==> src/rtl/lemon_mem_arb_pkg.sv <==
// lemon_mem_arb shared types and constants.
// FSM encodings, owner codes and memory byte-mask presets.
package lemon_mem_arb_pkg;

  typedef enum logic [1:0] {
    ST_IDLE = 2'd0,
    ST_REQ  = 2'd1,
    ST_WAIT = 2'd2,
    ST_RSP  = 2'd3
  } state_e;

  localparam logic OWN_IF = 1'b0;
  localparam logic OWN_LS = 1'b1;

  localparam logic [7:0] MEM_MASK_B = 8'h01;
  localparam logic [7:0] MEM_MASK_H = 8'h03;
  localparam logic [7:0] MEM_MASK_W = 8'h0F;
  localparam logic [7:0] MEM_MASK_D = 8'hFF;

endpackage

==> src/rtl/lemon_mem_arb_if.sv <==
// Requester and memory-port bundle for lemon_mem_arb.
// slave = arbiter view, master = environment view.
interface lemon_mem_arb_if #(
  parameter int AW = 64,
  parameter int DW = 64,
  parameter int MW = 8
);
  logic          if_req_valid;
  logic [AW-1:0] if_req_addr;
  logic          if_req_ready;
  logic          if_rsp_valid;
  logic [DW-1:0] if_rsp_data;

  logic          ls_req_valid;
  logic          ls_req_wen;
  logic [AW-1:0] ls_req_addr;
  logic [DW-1:0] ls_req_wdata;
  logic [MW-1:0] ls_req_mask;
  logic          ls_req_ready;
  logic          ls_rsp_valid;
  logic [DW-1:0] ls_rsp_data;

  logic          mem_req_valid;
  logic          mem_req_wen;
  logic [AW-1:0] mem_req_addr;
  logic [DW-1:0] mem_req_wdata;
  logic [MW-1:0] mem_req_mask;
  logic          mem_req_ready;
  logic          mem_rsp_valid;
  logic [DW-1:0] mem_rsp_data;

  modport slave (
    input  if_req_valid, if_req_addr,
    output if_req_ready, if_rsp_valid, if_rsp_data,
    input  ls_req_valid, ls_req_wen, ls_req_addr,
    input  ls_req_wdata, ls_req_mask,
    output ls_req_ready, ls_rsp_valid, ls_rsp_data,
    output mem_req_valid, mem_req_wen, mem_req_addr,
    output mem_req_wdata, mem_req_mask,
    input  mem_req_ready, mem_rsp_valid, mem_rsp_data
  );

  modport master (
    output if_req_valid, if_req_addr,
    input  if_req_ready, if_rsp_valid, if_rsp_data,
    output ls_req_valid, ls_req_wen, ls_req_addr,
    output ls_req_wdata, ls_req_mask,
    input  ls_req_ready, ls_rsp_valid, ls_rsp_data,
    input  mem_req_valid, mem_req_wen, mem_req_addr,
    input  mem_req_wdata, mem_req_mask,
    output mem_req_ready, mem_rsp_valid, mem_rsp_data
  );
endinterface

==> src/rtl/lemon_mem_arb_rr.sv <==
// 2-way round-robin arbiter; bit 0 = IF, bit 1 = LS.
// last_grant only moves on the upd strobe, not on grant.
module lemon_rr_arb2
  import lemon_mem_arb_pkg::*;
(
  input  logic       clk,
  input  logic       rst_n,
  input  logic [1:0] req,
  input  logic       upd,
  input  logic       upd_id,
  output logic [1:0] gnt
);

  logic last_q;
  logic last_d;

  always_comb begin
    gnt = req;
    if (req == 2'b11) begin
      gnt = (last_q == OWN_IF) ? 2'b10 : 2'b01;
    end
  end

  always_comb begin
    last_d = last_q;
    if (upd) last_d = upd_id;
  end

  always_ff @(posedge clk) begin
    if (!rst_n) last_q <= OWN_IF;
    else        last_q <= last_d;
  end

endmodule

==> src/rtl/lemon_mem_arb.sv <==
// Shares one memory port between IFU and LSU.
// One transaction in flight: IDLE -> REQ -> WAIT -> RSP.
module lemon_mem_arb
  import lemon_mem_arb_pkg::*;
#(
  parameter int AW = 64,
  parameter int DW = 64,
  parameter int MW = 8
) (
  input logic            clk,
  input logic            rst_n,
  lemon_mem_arb_if.slave bus
);

  state_e        state_q, state_d;
  logic          own_q, own_d;
  logic          wen_q, wen_d;
  logic [AW-1:0] addr_q, addr_d;
  logic [DW-1:0] wdata_q, wdata_d;
  logic [MW-1:0] mask_q, mask_d;
  logic [DW-1:0] rdata_q, rdata_d;

  logic [1:0] gnt;
  logic       idle;
  logic       req_st;
  logic       rsp_st;

  assign idle   = (state_q == ST_IDLE);
  assign req_st = (state_q == ST_REQ);
  assign rsp_st = (state_q == ST_RSP);

  lemon_rr_arb2 u_rr (
    .clk    (clk),
    .rst_n  (rst_n),
    .req    ({bus.ls_req_valid & idle,
              bus.if_req_valid & idle}),
    .upd    (rsp_st),
    .upd_id (own_q),
    .gnt    (gnt)
  );

  always_comb begin
    state_d = state_q;
    own_d   = own_q;
    wen_d   = wen_q;
    addr_d  = addr_q;
    wdata_d = wdata_q;
    mask_d  = mask_q;
    rdata_d = rdata_q;
    unique case (state_q)
      ST_IDLE: begin
        if (gnt[OWN_LS]) begin
          own_d   = OWN_LS;
          wen_d   = bus.ls_req_wen;
          addr_d  = bus.ls_req_addr;
          wdata_d = bus.ls_req_wdata;
          mask_d  = bus.ls_req_mask;
          state_d = ST_REQ;
        end else if (gnt[OWN_IF]) begin
          own_d   = OWN_IF;
          wen_d   = 1'b0;
          addr_d  = bus.if_req_addr;
          wdata_d = '0;
          mask_d  = {MW{1'b1}};
          state_d = ST_REQ;
        end
      end
      ST_REQ: begin
        if (bus.mem_req_ready) state_d = ST_WAIT;
      end
      ST_WAIT: begin
        if (bus.mem_rsp_valid) begin
          // writes hand back zero whatever memory drives
          rdata_d = wen_q ? '0 : bus.mem_rsp_data;
          state_d = ST_RSP;
        end
      end
      ST_RSP: state_d = ST_IDLE;
      default: state_d = ST_IDLE;
    endcase
  end

  always_ff @(posedge clk) begin
    if (!rst_n) begin
      state_q <= ST_IDLE;
      own_q   <= OWN_IF;
      wen_q   <= 1'b0;
      addr_q  <= '0;
      wdata_q <= '0;
      mask_q  <= '0;
      rdata_q <= '0;
    end else begin
      state_q <= state_d;
      own_q   <= own_d;
      wen_q   <= wen_d;
      addr_q  <= addr_d;
      wdata_q <= wdata_d;
      mask_q  <= mask_d;
      rdata_q <= rdata_d;
    end
  end

  assign bus.if_req_ready = gnt[OWN_IF];
  assign bus.ls_req_ready = gnt[OWN_LS];

  assign bus.mem_req_valid = req_st;
  assign bus.mem_req_wen   = req_st & wen_q;
  assign bus.mem_req_addr  = req_st ? addr_q  : '0;
  assign bus.mem_req_wdata = req_st ? wdata_q : '0;
  assign bus.mem_req_mask  = req_st ? mask_q  : '0;

  assign bus.if_rsp_valid = rsp_st & (own_q == OWN_IF);
  assign bus.ls_rsp_valid = rsp_st & (own_q == OWN_LS);
  assign bus.if_rsp_data  = bus.if_rsp_valid ? rdata_q : '0;
  assign bus.ls_rsp_data  = bus.ls_rsp_valid ? rdata_q : '0;

endmodule

==> src/flat_wrapper.sv <==
// flat-port wrapper written by rule: the top's interface ports become plain ports
module lemon_mem_arb_flat import lemon_mem_arb_pkg::*;
#(
  parameter int AW = 64,
  parameter int DW = 64,
  parameter int MW = 8
)
  (clk, rst_n, bus_if_req_valid, bus_if_req_addr, bus_if_req_ready, bus_if_rsp_valid, bus_if_rsp_data, bus_ls_req_valid, bus_ls_req_wen, bus_ls_req_addr, bus_ls_req_wdata, bus_ls_req_mask, bus_ls_req_ready, bus_ls_rsp_valid, bus_ls_rsp_data, bus_mem_req_valid, bus_mem_req_wen, bus_mem_req_addr, bus_mem_req_wdata, bus_mem_req_mask, bus_mem_req_ready, bus_mem_rsp_valid, bus_mem_rsp_data);
  lemon_mem_arb_if #(.AW(AW), .DW(DW), .MW(MW)) bus_i ();
  input logic clk;
  input logic rst_n;
  input wire logic [$bits(bus_i.if_req_valid)-1:0] bus_if_req_valid;
  input wire logic [$bits(bus_i.if_req_addr)-1:0] bus_if_req_addr;
  output wire logic [$bits(bus_i.if_req_ready)-1:0] bus_if_req_ready;
  output wire logic [$bits(bus_i.if_rsp_valid)-1:0] bus_if_rsp_valid;
  output wire logic [$bits(bus_i.if_rsp_data)-1:0] bus_if_rsp_data;
  input wire logic [$bits(bus_i.ls_req_valid)-1:0] bus_ls_req_valid;
  input wire logic [$bits(bus_i.ls_req_wen)-1:0] bus_ls_req_wen;
  input wire logic [$bits(bus_i.ls_req_addr)-1:0] bus_ls_req_addr;
  input wire logic [$bits(bus_i.ls_req_wdata)-1:0] bus_ls_req_wdata;
  input wire logic [$bits(bus_i.ls_req_mask)-1:0] bus_ls_req_mask;
  output wire logic [$bits(bus_i.ls_req_ready)-1:0] bus_ls_req_ready;
  output wire logic [$bits(bus_i.ls_rsp_valid)-1:0] bus_ls_rsp_valid;
  output wire logic [$bits(bus_i.ls_rsp_data)-1:0] bus_ls_rsp_data;
  output wire logic [$bits(bus_i.mem_req_valid)-1:0] bus_mem_req_valid;
  output wire logic [$bits(bus_i.mem_req_wen)-1:0] bus_mem_req_wen;
  output wire logic [$bits(bus_i.mem_req_addr)-1:0] bus_mem_req_addr;
  output wire logic [$bits(bus_i.mem_req_wdata)-1:0] bus_mem_req_wdata;
  output wire logic [$bits(bus_i.mem_req_mask)-1:0] bus_mem_req_mask;
  input wire logic [$bits(bus_i.mem_req_ready)-1:0] bus_mem_req_ready;
  input wire logic [$bits(bus_i.mem_rsp_valid)-1:0] bus_mem_rsp_valid;
  input wire logic [$bits(bus_i.mem_rsp_data)-1:0] bus_mem_rsp_data;
  assign bus_i.if_req_valid = bus_if_req_valid;
  assign bus_i.if_req_addr = bus_if_req_addr;
  assign bus_if_req_ready = bus_i.if_req_ready;
  assign bus_if_rsp_valid = bus_i.if_rsp_valid;
  assign bus_if_rsp_data = bus_i.if_rsp_data;
  assign bus_i.ls_req_valid = bus_ls_req_valid;
  assign bus_i.ls_req_wen = bus_ls_req_wen;
  assign bus_i.ls_req_addr = bus_ls_req_addr;
  assign bus_i.ls_req_wdata = bus_ls_req_wdata;
  assign bus_i.ls_req_mask = bus_ls_req_mask;
  assign bus_ls_req_ready = bus_i.ls_req_ready;
  assign bus_ls_rsp_valid = bus_i.ls_rsp_valid;
  assign bus_ls_rsp_data = bus_i.ls_rsp_data;
  assign bus_mem_req_valid = bus_i.mem_req_valid;
  assign bus_mem_req_wen = bus_i.mem_req_wen;
  assign bus_mem_req_addr = bus_i.mem_req_addr;
  assign bus_mem_req_wdata = bus_i.mem_req_wdata;
  assign bus_mem_req_mask = bus_i.mem_req_mask;
  assign bus_i.mem_req_ready = bus_mem_req_ready;
  assign bus_i.mem_rsp_valid = bus_mem_rsp_valid;
  assign bus_i.mem_rsp_data = bus_mem_rsp_data;
  lemon_mem_arb #(.AW(AW), .DW(DW), .MW(MW)) u_core (.clk(clk), .rst_n(rst_n), .bus(bus_i));
endmodule
==> config.mk <==
export PLATFORM = sky130hd
export DESIGN_NAME = lemon_mem_arb_flat
export DESIGN_NICKNAME = d
export VERILOG_FILES = /design/src/rtl/lemon_mem_arb_pkg.sv /design/src/rtl/lemon_mem_arb_if.sv /design/src/rtl/lemon_mem_arb_rr.sv /design/src/rtl/lemon_mem_arb.sv /design/src/flat_wrapper.sv
export SDC_FILE = /design/constraint.sdc
export NUM_CORES = 1
export LEC_CHECK = 0
export ABC_AREA = 0
export CORE_AREA = 2 2 212 214
export CTS_BUF_LIST = sky130_fd_sc_hd__clkbuf_8
export DETAILED_ROUTE_END_ITERATION = 16
export DIE_AREA = 0 0 214 216
export PLACE_DENSITY = 0.63
export SETUP_SLACK_MARGIN = 0.05
export SYNTH_ARGS = -nofsm -noshare
export SYNTH_HDL_FRONTEND = slang
export SYNTH_SLANG_ARGS = --single-unit
==> constraint.sdc <==
create_clock -name clk -period 2.55 [get_ports clk]
set_clock_uncertainty 0.15 [all_clocks]
set_input_delay 0.3825 -clock clk [delete_from_list [all_inputs] [get_ports clk]]
set_output_delay 0.3825 -clock clk [all_outputs]
set_load 0.1 [all_outputs]
==> metrics <==
hold path cells 2; CTS tree yes; CTS Buffer Depth 3; Congestion Overflow GR 0; Die Wd 214 um; final setup TNS 0 ns; Synth Net Count 1,509; final-layout fill cell count 4,048; Initial Utilization 0.239; status finished, final reports clean; Reg2Reg Launch Point u_core.state_q[0]; max-slew violations 0; Combinational Power Share 0.534; register area share after synthesis 0.393; Core ar. 0.0438 mm2; Layout area overhead 98.3%; Synth top area share 0.393; worst slew pin tran 1.23 ns; Reg2Reg Capture Point u_core.addr_q[29]; maximum VDD drop 0.523 mV; Vias 11,500; Post-synth ARST share 0; vias in the first global route 11,700; Top Ports 541; mean post-synth cell area 8.48 um2; CP arrival 1.98 ns; top-count cell post-synth dfxtp_1; Hold Crit Class input port to flop; max-cap viol count 0; Crit Path Class flop to output port; top_reg_cell synth dfxtp_1; worst reg-to-reg path cell count 7; Clock Tree Root clkbuf_8; final worst path period share 0.983; Tot GR Track Use 0.203; Clk pwr share 0.212; Fmax 399 MHz; Hold Path Sink u_core.mask_q[2]; initial antenna violation count 6; Clock transition at path regs 0.06 ns; critical path startpoint u_core.state_q[0]; Distinct cells, synth 26; Rel. slew slack 0.177; Post-DP HPWL 32,900 um; worst slack, placed -0.235 ns; Hold Crit Start rst_n; CTS Hold Bufs 0; post-synthesis cell count 1,233; RSZ-0062 raised after global routing true; setup ws final 0.0425 ns; GPL Wtd Cong 0.850; Hold WS 0.194 ns; Synth area leader dfxtp_1; vias per cell 4.92; ranking of synthesized cells by area dfxtp_1 (39%), and2_1 (12%), a32oi_1 (5.4%), a2111oi_0 (5.4%), a21boi_0 (4.7%); switching pwr 7.58 mW; sequential fraction of design power 0.254; Final ANT Viol Nets 0; Final Hold Vio Count 0; Pwr Density 824 mW/mm2; CP Max Fanout 33; Netlist Area Pre-Place 0.0105 mm2; synth cell count leaders dfxtp_1 (205), and2_1 (204), clkbuf_1 (109), nand2_1 (71), inv_1 (70); Inserted Clock Buffers 40; global-route wire length before repair 72,600 um; min Tclk post-route 2.51 ns; critical path endpoint category output port; Layout Cells excl Fill 2,344; leakage 8.04 nW; clock sink count 205; Clock H-tree levels 2; Row Count 77; drt first-iter violations 642; DRC viols 0; Synth Register Bits 205; number of synthesized flops with an enable pin 0; Buffers on Ports 540; DIE AREA 0.0462 mm2; Critical Path RT 2.02 ns; die height 216 um; fin nets 1,993; Net Sw Frac 0.443; layout cells sized above 1 0.335; WL final 49,000 um; Pint 9.52 mW; DRT Pass-1 Iters 5; post-placement cell count 2,252; Clk Latency, worst-skew pair 0.57 ns; worst reg-to-reg setup slack 0.34 ns; # setup viols final 0; Avg WL per Cell 20.9 um; count of warnings emitted by yosys 0; largest net degree at the start of global routing 90; Worst setup SP type flop
==> power groups by stage <==
| stage | clock network, mW | registers (mW) | logic [mW] |
|---|---|---|---|
| 2_1_floorplan | 0 | 4.19 | 5.16 |
| 3_3_place_gp | 0 | 4.33 | 8.29 |
| 3_5_place_dp | 0 | 4.35 | 8.38 |
| 4_1_cts | 3.75 | 4.33 | 9.15 |
| 5_1_grt | 3.86 | 4.42 | 9.60 |
| 6_report | 3.62 | 4.35 | 9.13 |
==> cells by family (layout without fill, tap and decap cells) <==
family,after synthesis,in the layout,share of synthesized area
other cells,0,7,0
flops,205,205,0.393
buf+inv,213,725,0.0832
mux,2,2,0.00191
fa+ha+maj,5,5,0.00598
compound gates,336,336,0.244
simple gates,472,472,0.273
==> cells in the final DEF (no fill, tap or decap), types with 2 or more instances in the layout <==
cell type          n
a32oi_1           65
bufinv_16          2
ha_4               2
nor2b_1           65
clkbuf_8          54
clkdlybuf4s50_1  268
buf_12           289
and2_2           111
and2_4            71
a21boi_0          65
dfxtp_1          201
clkinv_2           5
inv_1             77
o21ai_0           65
o221a_2            8
nand2_2            2
a2111oi_0         64
nand3b_1          64
buf_6              2
dfxtp_4            3
buf_16             8
nand2_1           69
a211oi_1          64
mux2i_1            2
buf_4             15
and2_1            22
and3_1            63
ha_1               2
diode_2            7
==> cell type report <==
cell class / instances / area, um2 / share of cell area
clock inverters: 16 / 119 / 0.00573
repair buffers: 584 / 8850 / 0.427
inverters: 71 / 274 / 0.0132
multi-input cells: 815 / 5870 / 0.283
well taps: 592 / 741 / 0.0357
clock buffers: 54 / 743 / 0.0358
flip-flops and latches: 205 / 4120 / 0.199
diodes: 7 / 17.5 / 0.000845
==> critical path: stages, from the launching register on <==
cell     delay [ns]
dfxtp_4        0.38
ha_4           0.16
nor2b_4        0.21
buf_12         0.22
and2_1         0.22
buf_12         0.19
==> worst max path at each step <==
stage	endpoint	slack, ns	cells past startpoint
6_report	bus_if_rsp_data[48]	0.04	5
3_5_place_dp	u_core.addr_q[34]	-0.23	5
3_3_place_gp	u_core.addr_q[63]	-0.18	5
2_1_floorplan	bus_if_rsp_data[54]	-0.10	4
5_1_grt	bus_if_rsp_data[20]	-0.05	5
4_1_cts	bus_if_rsp_data[11]	-0.06	6
==> per-stage QoR <==
step	instance area [um2]	utilization	power (mW)
after floorplan	10600	-	9.35
after CTS	20600	0.470	17.2
after global routing	20700	0.473	17.9
after global placement	19300	0.441	12.6
after detailed placement	19300	0.441	12.7
final	20700	0.473	17.1
==> per-layer routing <==
| layer | GRT usage | vias to the layer above | share of wire |
|---|---|---|---|
| li1 | - | 5344 | - |
| met4 | 0.0921 | 0 | 0.035 |
| met5 | 0 | - | 0 |
| met3 | 0.0631 | 85 | 0.079 |
| met2 | 0.347 | 567 | 0.49 |
| met1 | 0.233 | 5538 | 0.40 |
==> what timing repair did <==
| item | in CTS | in global routing |
|---|---|---|
| pin swaps | 17 | 29 |
| gates cloned | 7 | 1 |
| gates resized for setup | 54 | 43 |
| setup buffers | 7 | 1 |
| endpoints found under the setup margin | 229 | 162 |
==> registers in the layout (all words and copies together) (netlist names) <==
signal / flops
u_core.own_q: 1
u_core.u_rr.last_q: 1
u_core.wen_q: 1
u_core.wdata_q: 64
u_core.state_q: 2
u_core.addr_q: 64
u_core.mask_q: 8
u_core.rdata_q: 64
No activity file was read; power rests on OpenSTA's default activity.
